--- config.mk ---
export PLATFORM = sky130hd
export DESIGN_NAME = ifetch_queue
export DESIGN_NICKNAME = d
export VERILOG_FILES = /design/src/rtl/cdm_fetch_pkg.sv /design/src/rtl/fetch_fifo.sv /design/src/rtl/ifetch_queue.sv
export SDC_FILE = /design/constraint.sdc
export NUM_CORES = 1
export LEC_CHECK = 0
export CELL_PAD_IN_SITES_DETAIL_PLACEMENT = 1
export CELL_PAD_IN_SITES_GLOBAL_PLACEMENT = 1
export CORE_AREA = 3 3 115 117
export CTS_BUF_LIST = sky130_fd_sc_hd__clkbuf_16
export CTS_CLUSTER_DIAMETER = 120
export DETAILED_ROUTE_END_ITERATION = 7
export DIE_AREA = 0 0 118 120
export DONT_BUFFER_PORTS = 1
export HOLD_SLACK_MARGIN = 0.05
export PLACE_DENSITY_LB_ADDON = 0.1
export SLEW_MARGIN = 20
export SYNTH_ARGS = -nofsm -noshare
export SYNTH_HDL_FRONTEND = slang
export SYNTH_SLANG_ARGS = --single-unit
--- constraint.sdc ---
create_clock -name clk -period 2.6 [get_ports clk]
set_input_delay 0.39 -clock clk [delete_from_list [all_inputs] [get_ports clk]]
set_output_delay 0.39 -clock clk [all_outputs]
set_load 0.05 [all_outputs]
--- src/rtl/cdm_fetch_pkg.sv ---
// Shared definitions for the instruction fetch queue.
// Holds the fetch FSM state encoding, the queue entry layout,
// default reset PC / queue depth and the PC alignment helper.
package cdm_fetch_pkg;

   localparam logic [15:0]  RESET_PC_DEFAULT = 16'h0000;
   localparam int unsigned  DEPTH_DEFAULT    = 2;

   // IDLE: nothing outstanding; BUSY: result kept; DISCARD: result dropped
   typedef enum logic [1:0] {
      ST_IDLE    = 2'd0,
      ST_BUSY    = 2'd1,
      ST_DISCARD = 2'd2
   } fetch_state_e;

   typedef struct packed {
      logic [15:0] pc;
      logic [15:0] word;
   } fetch_entry_t;

   // Instruction addresses are word aligned; bit 0 is forced low.
   function automatic logic [15:0] align_pc(input logic [15:0] pc);
      return pc & 16'hFFFE;
   endfunction

endpackage

--- src/rtl/fetch_fifo.sv ---
// Prefetch queue of {pc, word} entries for the decoder.
// Entry 0 is always the head, so head outputs come straight from flops.
// Ports:
//   clk, rst            clock, synchronous active-high reset
//   push, wr_pc/wr_word append an entry
//   pop                 drop the head entry
//   flush               empty the queue (overrides push and pop)
//   head_valid          queue not empty (registered)
//   head_pc/head_word   head entry
//   count               number of valid entries
module fetch_fifo
   import cdm_fetch_pkg::*;
#(
   parameter int unsigned DEPTH = DEPTH_DEFAULT
) (
   input  logic                         clk,
   input  logic                         rst,
   input  logic                         push,
   input  logic                         pop,
   input  logic                         flush,
   input  logic [15:0]                  wr_pc,
   input  logic [15:0]                  wr_word,
   output logic                         head_valid,
   output logic [15:0]                  head_pc,
   output logic [15:0]                  head_word,
   output logic [$clog2(DEPTH+1)-1:0]   count
);

   localparam int unsigned CW = $clog2(DEPTH + 1);

   fetch_entry_t   ent_q [DEPTH];
   fetch_entry_t   ent_d [DEPTH];
   logic [CW-1:0]  count_q;
   logic [CW-1:0]  count_d;
   logic [CW-1:0]  wr_idx;
   logic           valid_q;

   // Shift on pop, then write the new entry just behind the last survivor.
   always_comb begin
      ent_d   = ent_q;
      count_d = count_q;
      wr_idx  = pop ? (count_q - CW'(1)) : count_q;
      if (flush) begin
         count_d = '0;
      end else begin
         if (pop) begin
            for (int unsigned i = 0; i + 1 < DEPTH; i++) begin
               ent_d[i] = ent_q[i + 1];
            end
         end
         for (int unsigned i = 0; i < DEPTH; i++) begin
            if (push && (wr_idx == CW'(i))) begin
               ent_d[i] = '{pc: wr_pc, word: wr_word};
            end
         end
         count_d = count_q + CW'(push) - CW'(pop);
      end
   end

   always_ff @(posedge clk) begin
      if (rst) begin
         count_q <= '0;
         valid_q <= 1'b0;
         for (int unsigned i = 0; i < DEPTH; i++) begin
            ent_q[i] <= '0;
         end
      end else begin
         assert (!(push && (count_q == CW'(DEPTH))));
         count_q <= count_d;
         valid_q <= (count_d != '0);
         ent_q   <= ent_d;
      end
   end

   assign head_valid = valid_q;
   assign head_pc    = ent_q[0].pc;
   assign head_word  = ent_q[0].word;
   assign count      = count_q;

endmodule

--- src/rtl/ifetch_queue.sv ---
// Instruction fetch unit: issues one memory request at a time, queues
// returned words for the decoder and handles redirects/stalls.
// Ports:
//   clk, rst                    clock, synchronous active-high reset
//   mem_req/mem_addr            outstanding fetch request (held until ack)
//   mem_ack/mem_rdata           memory completion and returned word
//   dec_valid/dec_instruction/dec_pc  queue head presented to the decoder
//   dec_ready                   decoder consumes the head
//   redirect/redirect_pc        flush and restart fetch at a new address
//   fetch_stall                 suppress new requests
module ifetch_queue
   import cdm_fetch_pkg::*;
#(
   parameter logic [15:0] RESET_PC = RESET_PC_DEFAULT,
   parameter int unsigned DEPTH    = DEPTH_DEFAULT
) (
   input  logic        clk,
   input  logic        rst,
   output logic        mem_req,
   output logic [15:0] mem_addr,
   input  logic        mem_ack,
   input  logic [15:0] mem_rdata,
   output logic        dec_valid,
   output logic [15:0] dec_instruction,
   output logic [15:0] dec_pc,
   input  logic        dec_ready,
   input  logic        redirect,
   input  logic [15:0] redirect_pc,
   input  logic        fetch_stall
);

   localparam int unsigned CW = $clog2(DEPTH + 1);

   fetch_state_e   state_q, state_d;
   logic [15:0]    fetch_pc_q, fetch_pc_d;
   logic [15:0]    mem_addr_q, mem_addr_d;
   logic           mem_req_q, mem_req_d;
   logic           push, pop, flush;
   logic           head_valid;
   logic [CW-1:0]  count;

   // State register and request outputs
   always_ff @(posedge clk) begin
      if (rst) begin
         state_q    <= ST_IDLE;
         fetch_pc_q <= RESET_PC;
         mem_addr_q <= RESET_PC;
         mem_req_q  <= 1'b0;
      end else begin
         state_q    <= state_d;
         fetch_pc_q <= fetch_pc_d;
         mem_addr_q <= mem_addr_d;
         mem_req_q  <= mem_req_d;
      end
   end

   // Next-state, request issue and queue control
   always_comb begin
      state_d    = state_q;
      fetch_pc_d = fetch_pc_q;
      mem_addr_d = mem_addr_q;
      mem_req_d  = mem_req_q;
      push       = 1'b0;
      flush      = redirect;
      pop        = head_valid && dec_ready && !redirect;
      case (state_q)
         ST_IDLE: begin
            if (redirect) begin
               fetch_pc_d = align_pc(redirect_pc);
            end else if (!fetch_stall && (count < CW'(DEPTH))) begin
               // Only one issue per empty slot, so a push never finds the queue full
               state_d    = ST_BUSY;
               mem_req_d  = 1'b1;
               mem_addr_d = fetch_pc_q;
            end
         end
         ST_BUSY: begin
            if (mem_ack) begin
               state_d   = ST_IDLE;
               mem_req_d = 1'b0;
               if (redirect) begin
                  fetch_pc_d = align_pc(redirect_pc);
               end else begin
                  push       = 1'b1;
                  fetch_pc_d = fetch_pc_q + 16'd2;
               end
            end else if (redirect) begin
               state_d    = ST_DISCARD;
               fetch_pc_d = align_pc(redirect_pc);
            end
         end
         ST_DISCARD: begin
            if (redirect) begin
               fetch_pc_d = align_pc(redirect_pc);
            end
            if (mem_ack) begin
               state_d   = ST_IDLE;
               mem_req_d = 1'b0;
            end
         end
         default: begin
            state_d   = ST_IDLE;
            mem_req_d = 1'b0;
         end
      endcase
   end

   fetch_fifo #(
      .DEPTH (DEPTH)
   ) u_fifo (
      .clk        (clk),
      .rst        (rst),
      .push       (push),
      .pop        (pop),
      .flush      (flush),
      .wr_pc      (mem_addr_q),
      .wr_word    (mem_rdata),
      .head_valid (head_valid),
      .head_pc    (dec_pc),
      .head_word  (dec_instruction),
      .count      (count)
   );

   assign mem_req   = mem_req_q;
   assign mem_addr  = mem_addr_q;
   assign dec_valid = head_valid;

endmodule

Word level (Yosys, flattened, before mapping)
Index checks and enable logic that the tools add are counted.
{"block": "word_totals", "reg_bits": 102, "wordCells": 64, "output_inout_bits": 50}
{"block": "classes", "magnitude_cmp": 1, "eq_ne": 8, "n_mux": 21, "reduce_logical": 19, "addsub": 4, "bitwise_logic": 1}
{"op": "32-bit 2-to-1 mux", "n": 2}
{"op": "16-bit 2-to-1 mux", "n": 3}
{"op": "16-bit case mux with 2 select lines", "n": 1}
{"op": "16-bit by 2-bit adder with 16-bit output, second input constant", "n": 1}
{"op": "2-bit 2-to-1 mux", "n": 7}
{"op": "1-bit 2-to-1 mux", "n": 6}
{"op": "2-bit != test, second input constant", "n": 3}
{"op": "2-bit case mux with 3 select lines", "n": 1}
{"op": "3-bit AND reduction", "n": 2}
{"op": "2-bit nonzero test", "n": 3}
{"op": "1-bit logical AND", "n": 5}
{"op": "2-bit by 1-bit equality test with 1-bit output, second input constant", "n": 2}
{"op": "2-bit logical NOT", "n": 2}
{"op": "2-bit AND reduction", "n": 2}
{"op": "4-bit AND reduction", "n": 1}
{"op": "2-bit OR reduction", "n": 2}
{"op": "3-bit != test, second input constant", "n": 1}
{"op": "2-bit by 1-bit adder with 2-bit output", "n": 1}
{"op": "2-bit equality test, second input constant", "n": 1}
{"op": "1-bit logical NOT", "n": 2}
{"op": "2-bit < comparator, second input constant", "n": 1}
{"op": "2-bit by 1-bit != test with 1-bit output, second input constant", "n": 1}
{"op": "1-bit case mux with 2 select lines", "n": 1}
{"op": "2-bit by 1-bit subtractor with 2-bit output", "n": 1}
{"op": "other kinds (2)", "n": 2}

Longest topological paths before layout
Gate-level depths: netlist of run 1.
{"block": "logic_depth", "word_depth": 7, "mapped_depth": 8}

Cells and area by module
A second synthesis of run 1 with hierarchy kept.
{"block": "hier_totals", "hier_cells": 626, "area_unflattened_um2": 5280.1}
{"mod": "fetch_fifo", "cells_per_inst": 387, "area_each_um2": 3354.5, "instances": 1}
{"mod": "ifetch_queue", "cells_per_inst": 239, "area_each_um2": 1925.6, "instances": 1}

Least setup slack after synthesis of run 1
No wires, ideal clock.
{"block": "synth_path", "path_type": "register to register", "start": "register u_fifo.valid_q, in the netlist u_fifo.head_valid", "end": "register u_fifo.ent_q (netlist bit u_fifo.head_pc[10])", "stages_incl_launch_ff": 8, "t_arrival_ps": 2073, "synth_period_minus_slack_ps": 2151, "required_time_ps": 2522, "path_slack_ps": 449, "n_path_buf": 1, "setup_ps": 78, "cell_sequence": "dfxtp_1 -> and3b_1 -> ha_1 -> nand4b_1 -> o21ai_1 -> clkbuf_1 -> o22ai_1 -> nor3_1"}
{"block": "synth_via", "elab_chain_cells": 7}
{"element": "start: declaration", "line": "fetch_fifo.sv:36", "rtl": "logic valid_q;"}
{"element": "start signal: assignment", "line": "fetch_fifo.sv:70", "rtl": "valid_q <= (count_d != '0);"}
{"element": "1-bit logical AND * (2 in a row)", "line": "ifetch_queue.sv:65", "rtl": "pop = head_valid && dec_ready && !redirect;"}
{"element": "2-bit 2-to-1 mux", "line": "fetch_fifo.sv:42", "rtl": "wr_idx = pop ? (count_q - CW'(1)) : count_q;"}
{"element": "2-bit logical NOT", "line": "fetch_fifo.sv:52", "rtl": "if (push && (wr_idx == CW'(i))) begin"}
{"element": "1-bit logical AND", "line": "fetch_fifo.sv:52"}
{"element": "2-bit nonzero test (no source line)"}
{"element": "2-bit AND reduction (no source line)"}
{"element": "end signal: assignment", "line": "fetch_fifo.sv:71", "rtl": "ent_q <= ent_d;"}
{"element": "end: declaration", "line": "fetch_fifo.sv:31", "rtl": "fetch_entry_t ent_q [DEPTH];"}
Every way passes the cells marked *; elsewhere a longest branch is shown, timed or not.
A chain may end at the register's enable or synchronous reset.

Worst setup path in the final report of run 1
{"block": "layout_path", "start": "register state_q[0]", "end": "register fetch_pc_q[15]"}
{"block": "layout_via", "elab_chain_cells": 3}
{"element": "start: declaration", "line": "ifetch_queue.sv:34", "rtl": "fetch_state_e state_q, state_d;"}
{"element": "start signal: assignment", "line": "ifetch_queue.sv:50", "rtl": "state_q <= state_d;"}
{"element": "2-bit equality test or 2-bit logical NOT (tied branches)", "line": "ifetch_queue.sv:66", "rtl": "case (state_q)"}
{"element": "2-bit OR reduction (no source line)"}
{"element": "16-bit case mux with 2 select lines or 2-bit nonzero test (tied branches)"}
{"element": "end signal: assignment", "line": "ifetch_queue.sv:51", "rtl": "fetch_pc_q <= fetch_pc_d;"}
{"element": "end: declaration", "line": "ifetch_queue.sv:35", "rtl": "logic [15:0] fetch_pc_q, fetch_pc_d;"}
Several ways; a longest one is shown, not always the timed one.

==> run_results.csv, run 1 <==
group,metric,value,unit
critical_path,slowest_delay,570,ps
sta,finalSetupTns,0,ps
critical_path,cp.depth,6,
synthesis,syn_inst,552,
detailed_routing,postRouteAntennaNets,0,
power_and_ir_drop,peakVddDrop,0.000341,V
layout,diodes,0,
critical_path,cp_slowest_cell,"or4_1",
detailed_routing,drt_iter0_drc,175,
floorplan,pin_count,88,
synthesis,ys.flop_type,"dfxtp_1",
synthesis,async_reset_ff_share,0,%
critical_path,required,2880,ps
floorplan,die-area,14200,sq um
floorplan,initial_core_util,37.4,%
critical_path,cp-end-kind,"flop",
detailed_routing,firstDrtPassIters,4,
sta,period_needed,2300,ps
clock_network,cts_max_level,3,
critical_path,cp.arrival,2590,ps
synthesis,synth_edf_count,0,
critical_path,r2r-end,"fetch_pc_q[15]$_SDFFE_PP0P_",
outcome,status,"finished, final reports clean",
synthesis,yosysWarnings,0,
sta,tightest_slew,995,ps
detailed_routing,drc_errors,0,
synthesis,synth_fp_nets,597,
floorplan,coreArea,12500,sq um
clock_network,holdBufCountCts,0,
clock_network,cts_resized,0,
detailed_routing,routed_wirelength,12900,microns
sta,setup_ws,295,ps
sta,fin_worst_skew,7.72,ps
critical_path,path_buf_inv,1,
critical_path,reg2reg_from,"state_q[0]$_SDFFE_PP0P_",
layout,seqCellArea,2040,sq um
grt,antenna_found_initial,0,
placement,io_buffers,0,
floorplan,fp-row-count,41,
sta,rsz0062_at_grt,"false",
sta,fin_crit_sh,88.6,%
layout,layout_commonest_cell,"nand2_1",
grt,grt_overflow_total,0,
synthesis,ys_types,53,
clock_network,post_cts_buffers,0,
sta,fmax,434,MHz
clock_network,clock_latency,350,ps
grt,grt_max_degree,68,
clock_network,cts_root_buffer,"clkbuf_16",
sta,slew_viol_final,0,
synthesis,syn_area,4660,sq um
synthesis,syn_avg_cell_area,8.45,sq um
critical_path,worst-r2r-cell-count,6,
power_and_ir_drop,power.leakage,1.62,nW
layout,multiInputGateArea,2190,sq um
layout,fill_cells,1477,
critical_path,cp_top_family,"simple AND/OR/NAND/NOR gates",
run,drv_cap,0,
critical_path,cp-start-kind,"flop",
sta,setup_violations,0,
layout,drive_gt1_share,7.27,%
placement,dp_hpwl,8490,microns
synthesis,ys_ff_latch,102,
sta,finalHoldViolCount,0,
sta,slew_headroom,33.6,%
critical_path,r2r_slack,300,ps
layout,fin_util,39.1,%
critical_path,startpoint,"state_q[0]$_SDFFE_PP0P_",
grt,grt_use_total,18.7,%
clock_network,clockBufferDepth,2,
placement,gp_congestion,0.720,
detailed_routing,dr_total_vias,3739,
critical_path,crit_fanout,8,
synthesis,ys_seq_area_share,43.8,%
grt,grt_pass1_wl,21100,microns
critical_path,crit_path_cell_trace,"inv_1 -> ha_1 -> and4bb_4 -> nand4_1 -> or4_1 -> a31oi_1",
power_and_ir_drop,power_density,664,nW/um^2
detailed_routing,via_per_inst,5.49,
floorplan,die_h,120,microns
clock_network,cts_buffers,9,
clock_network,clk_pin_slew_worst_paths,70,ps
detailed_routing,routedWlPerCell,18.9,microns
grt,grt_pass1_vias,3940,
clock_network,numClockSinks,102,
critical_path,crit_path_end,"fetch_pc_q[15]$_SDFFE_PP0P_",
clock_network,cts_tree,"built",
critical_path,path_class,"flop to flop",
placement,pre_cts_slack,314,ps
layout,nets,549,
layout,final_cell_mix,"105 x nand2_1, 102 x dfxtp_1, 66 x nor3_1, 34 x mux2i_1, 32 x o22ai_1",
layout,syn_to_final_growth,4.56,%
hold_path,min_path_type,"input pin to flop",
floorplan,die_w,118,microns
## where the power goes
group	switching, mW	internal, mW	leakage, nW
registers	0.138	1.60	0.827
logic	0.106	0.0702	0.652
clock network	0.589	0.730	0.139
total	0.834	2.40	1.62
## routing by layer
metal  GRT usage (%)  part of all wire, %  up-vias
met5               0                    0        -
met4            6.67                  1.9        0
met3            6.74                  6.6       12
met2            31.1                   46       71
met1            22.2                   45     1815
li1                -                    -     1841
## flip-flops by register name (all words and copies together) (netlist names)
register and flops:
mem_req 1, fetch_pc_q 16, u_fifo.head_pc 16, state_q 2
mem_addr 16, u_fifo.head_word 16, u_fifo.ent_q 32, u_fifo.count 2
u_fifo.head_valid 1
## cell usage after synthesis (2+ instances only)
cell type  count  area [sq um]
nand2_1      105           394
dfxtp_1      102          2040
nor3_1        66           330
buf_4         35           263
mux2i_1       34           340
o22ai_1       32           200
clkbuf_1      28           105
a21oi_1       27           135
inv_1         14          52.6
o21ai_0        9          45.0
a22oi_1        8          60.1
a31oi_1        8          50.1
buf_2          7          35.0
ha_1           7          87.6
o211ai_1       6          45.0
or4_1          6          45.0
nor2_1         5          18.8
and3_1         4          25.0
nand3_1        4          20.0
nand4_1        4          25.0
a211oi_1       2          15.0
and2_1         2          12.5
and4_1         2          17.5
nand2b_1       2          12.5
nor2b_1        2          12.5
nor3b_1        2          15.0
xnor2_1        2          17.5
xor2_1         2          17.5
## worst reg2reg max path, cell delays in order, from the launching register on
cell and delay (ps):
dfxtp_1 400, inv_1 90, ha_1 300, and4bb_4 370
nand4_1 320, or4_1 570, a31oi_1 180
## worst min-delay path by stage
stage / startpoint / end / slack (ps) / cells after the start
5_1_grt: rst / mem_addr[11]$_SDFFE_PP0P_ / 80 / 1
2_1_floorplan: fetch_pc_q[0]$_SDFFE_PP0P_ / mem_addr[0]$_SDFFE_PP0P_ / 430 / 2
4_1_cts: rst / mem_addr[11]$_SDFFE_PP0P_ / 90 / 1
3_5_place_dp: fetch_pc_q[0]$_SDFFE_PP0P_ / mem_addr[0]$_SDFFE_PP0P_ / 450 / 2
6_report: rst / state_q[1]$_SDFFE_PP0P_ / 110 / 1
3_3_place_gp: fetch_pc_q[0]$_SDFFE_PP0P_ / mem_addr[0]$_SDFFE_PP0P_ / 440 / 2
## kinds of logic after synthesis
group | count (synthesis) | share of synthesized area (%)
DFF | 102 | 43.8
AOI/OAI and AO/OA | 103 | 13.8
xor gates and xnor gates | 4 | 0.752
adders and majority gates | 7 | 1.88
muxes | 34 | 7.30
and+or+nand+nor | 216 | 22.5
buffers and inverters | 86 | 9.96
## metrics by stage
stage | total power, mW | area, sq um | hold slack, ps | std cells
5_1_grt | 3.38 | 4870 | 80.7 | 681
3_3_place_gp | 1.95 | 4590 | 440 | 665
3_5_place_dp | 1.96 | 4590 | 447 | 665
6_report | 3.24 | 4870 | 109 | 681
2_1_floorplan | 1.94 | 4660 | 427 | 552
4_1_cts | 3.28 | 4870 | 87.3 | 681
## area by class of cell
type / instances / area share, %
sequential: 102 / 41.9
clock inverter: 7 / 1.13
timing repair buffer: 13 / 2.00
clock buffer: 9 / 4.62
inverter: 14 / 1.08
tap: 172 / 4.41
multi-input combinational: 364 / 44.9
No activity file was read; power rests on OpenSTA's default activity.
==> inputs of run 2 (changes only) <==
Settings changed: ABC_AREA from default to 1, CORE_AREA 3 3 115 117 to 3 3 123 125, DIE_AREA 0 0 118 120 to 0 0 126 128, SYNTH_HIERARCHICAL from default to 1.
==> run_results.csv, run 2 <==
group,metric,value,unit
outcome,status,"finished, final reports clean",
synthesis,synthTopCellsByCount,"207 x nand2_1, 102 x dfxtp_1, 95 x nor2_1",
sta,fmax,477,MHz
synthesis,ys.flop_type,"dfxtp_1",
critical_path,cp.arrival,2370,ps
grt,grt_overflow_total,0,
sta,slew_headroom,56.2,%
power_and_ir_drop,power.leakage,2.21,nW
sta,slew_viol_final,0,
placement,dp_hpwl,10600,microns
clock_network,clk_pin_slew_worst_paths,70,ps
critical_path,reg2reg_from,"u_fifo/head_valid$_SDFF_PP0_",
detailed_routing,firstDrtPassIters,4,
placement,pre_cts_slack,419,ps
critical_path,startpoint,"u_fifo/head_valid$_SDFF_PP0_",
placement,io_buffers,0,
synthesis,yosysMostFrequentCell,"nand2_1",
critical_path,cp-start-kind,"flop",
grt,grt_use_total,19.2,%
grt,grt_max_degree,52,
synthesis,ys_types,33,
clock_network,clockBufferDepth,2,
detailed_routing,drc_errors,0,
clock_network,cts_resized,0,
layout,layout_commonest_cell,"nand2_1",
synthesis,synth_top_area_share,38.3,%
power_and_ir_drop,power,3.45,mW
layout,syn_to_final_growth,1.90,%
synthesis,ys_seq_area_share,38.3,%
critical_path,crit_fanout,32,
floorplan,die_w,126,microns
power_and_ir_drop,peakVddDrop,0.000302,V
synthesis,syn_avg_cell_area,6.85,sq um
clock_network,holdBufCountCts,0,
sta,finalSetupTns,0,ps
sta,setup_violations,0,
floorplan,coreArea,14000,sq um
hold_path,holdPathStages,1,
clock_network,post_cts_buffers,0,
critical_path,worst-r2r-cell-count,7,
power_and_ir_drop,power_density,634,nW/um^2
sta,tightest_slew,656,ps
synthesis,syn_area,5340,sq um
floorplan,initial_core_util,38.1,%
critical_path,path_class,"flop to flop",
layout,fill_cells,1795,
clock_network,cts_max_level,3,
synthesis,ys_ff_latch,102,
critical_path,required,2870,ps
critical_path,crit_path_cell_trace,"nand2_1 -> nor2_1 -> ha_1 -> nor3b_4 -> buf_4 -> nand3_1 -> a21oi_1",
critical_path,cp_slowest_cell,"ha_1",
detailed_routing,via_per_inst,5.25,
synthesis,syn_inst,779,
layout,drive_gt1_share,6.74,%
layout,largest_register,"u_fifo/ent_q",
floorplan,fp-row-count,43,
clock_network,cts_tree,"built",
sta,rsz0062_at_grt,"false",
clock_network,cts_root_buffer,"clkbuf_16",
layout,fin_util,38.9,%
detailed_routing,drt_iter0_drc,245,
floorplan,die-area,16100,sq um
clock_network,cts_buffers,9,
layout,largest_reg_flops,32,
sta,fin_crit_sh,80.7,%
synthesis,yosysTopAreaCell,"dfxtp_1",
clock_network,numClockSinks,102,
critical_path,cp-end-kind,"flop",
placement,gp_congestion,0.799,
layout,nets,767,
grt,grt_pass1_vias,5108,
critical_path,slowest_delay,380,ps
floorplan,pin_count,88,
synthesis,synthTopCellsByArea,"dfxtp_1 38%, nand2_1 15%, nand3_1 8.3%, nor2_1 6.7%, buf_4 5.6%",
sta,finalHoldViolCount,0,
hold_path,min_path_type,"input pin to flop",
detailed_routing,postRouteAntennaNets,0,
sta,setup_ws,502,ps
layout,diodes,0,
run,drv_cap,0,
synthesis,yosysWarnings,6,
floorplan,die_h,128,microns
hold_path,worstHoldStart,"rst",
grt,grt_pass1_wl,25300,microns
synthesis,async_reset_ff_share,0,%
sta,period_needed,2100,ps
grt,antenna_found_initial,0,
layout,final_cell_mix,"206 x nand2_1, 102 x dfxtp_1, 95 x nor2_1, 88 x nand3_1, 59 x a21oi_1",
detailed_routing,routed_wirelength,15200,microns
clock_network,clock_latency,350,ps
detailed_routing,routedWlPerCell,16.8,microns
sta,fin_worst_skew,6.55,ps
synthesis,synth_fp_nets,824,
detailed_routing,dr_total_vias,4762,
synthesis,synth_edf_count,0,
## run 2: worst paths after layout
kind	slack, ps	endpoint
setup / recovery	500	u_fifo/ent_q[30]$_SDFFE_PP0P_
hold / removal	120	fetch_pc_q[14]$_SDFFE_PP0P_
setup reg to reg	500	u_fifo/ent_q[30]$_SDFFE_PP0P_
hold reg to reg	460	fetch_pc_q[0]$_SDFFE_PP0P_
## run 2: layout make-up
class / count / area [sq um] / share of cell area [%]
multi-input cells: 549 / 2620 / 48.2
flip-flops and latches: 102 / 2040 / 37.6
clock buffers: 9 / 225 / 4.14
well taps: 180 / 225 / 4.14
inverters: 49 / 184 / 3.38
repair buffers: 11 / 82.6 / 1.52
clock inverters: 7 / 58.8 / 1.08
## run 2: through the flow
stage / hold slack, ps / std cells / cell area (sq um)
final: 116 / 907 / 5440
after global routing: 99.0 / 907 / 5440
after CTS: 95.4 / 907 / 5440
after detailed placement: 446 / 891 / 5150
after global placement: 434 / 891 / 5150
after floorplan: 425 / 779 / 5340
## run 2: kinds of logic (layout without fill, tap and decap cells)
kind of cell             count (synthesis)  after routing  synth area share [%]
adder cells (fa/ha/maj)                  7              7                  1.64
XOR/XNOR                                 1              1                 0.164
AND/OR/NAND/NOR                        406            406                  32.2
buffers and inverters                  128             76                  12.8
AO/OA/AOI/OAI                          135            135                  14.9
flip-flops                             102            102                  38.3
## run 2: report_power, final
part | internal [mW] | switching (mW)
Sequential | 1.62 | 0.205
Combinational | 0.101 | 0.209
Clock | 0.664 | 0.644
Total | 2.39 | 1.06
## run 2: metal layers
metal	vias up	GRT usage, %	wire length (microns)
met5	-	0	0
met4	0	4.48	197
met3	14	4.38	608
met2	69	34.6	7490
met1	2307	23.3	6920
li1	2372	-	-
## run 2: worst max-delay path, delay by kind of cell, from the launching register on
kind | cells | cell delay, ps
adders and majority gates | 1 | 380
buffers and inverters | 1 | 380
and+or+nand+nor | 4 | 720
DFF | 1 | 330
AOI/OAI and AO/OA | 1 | 180
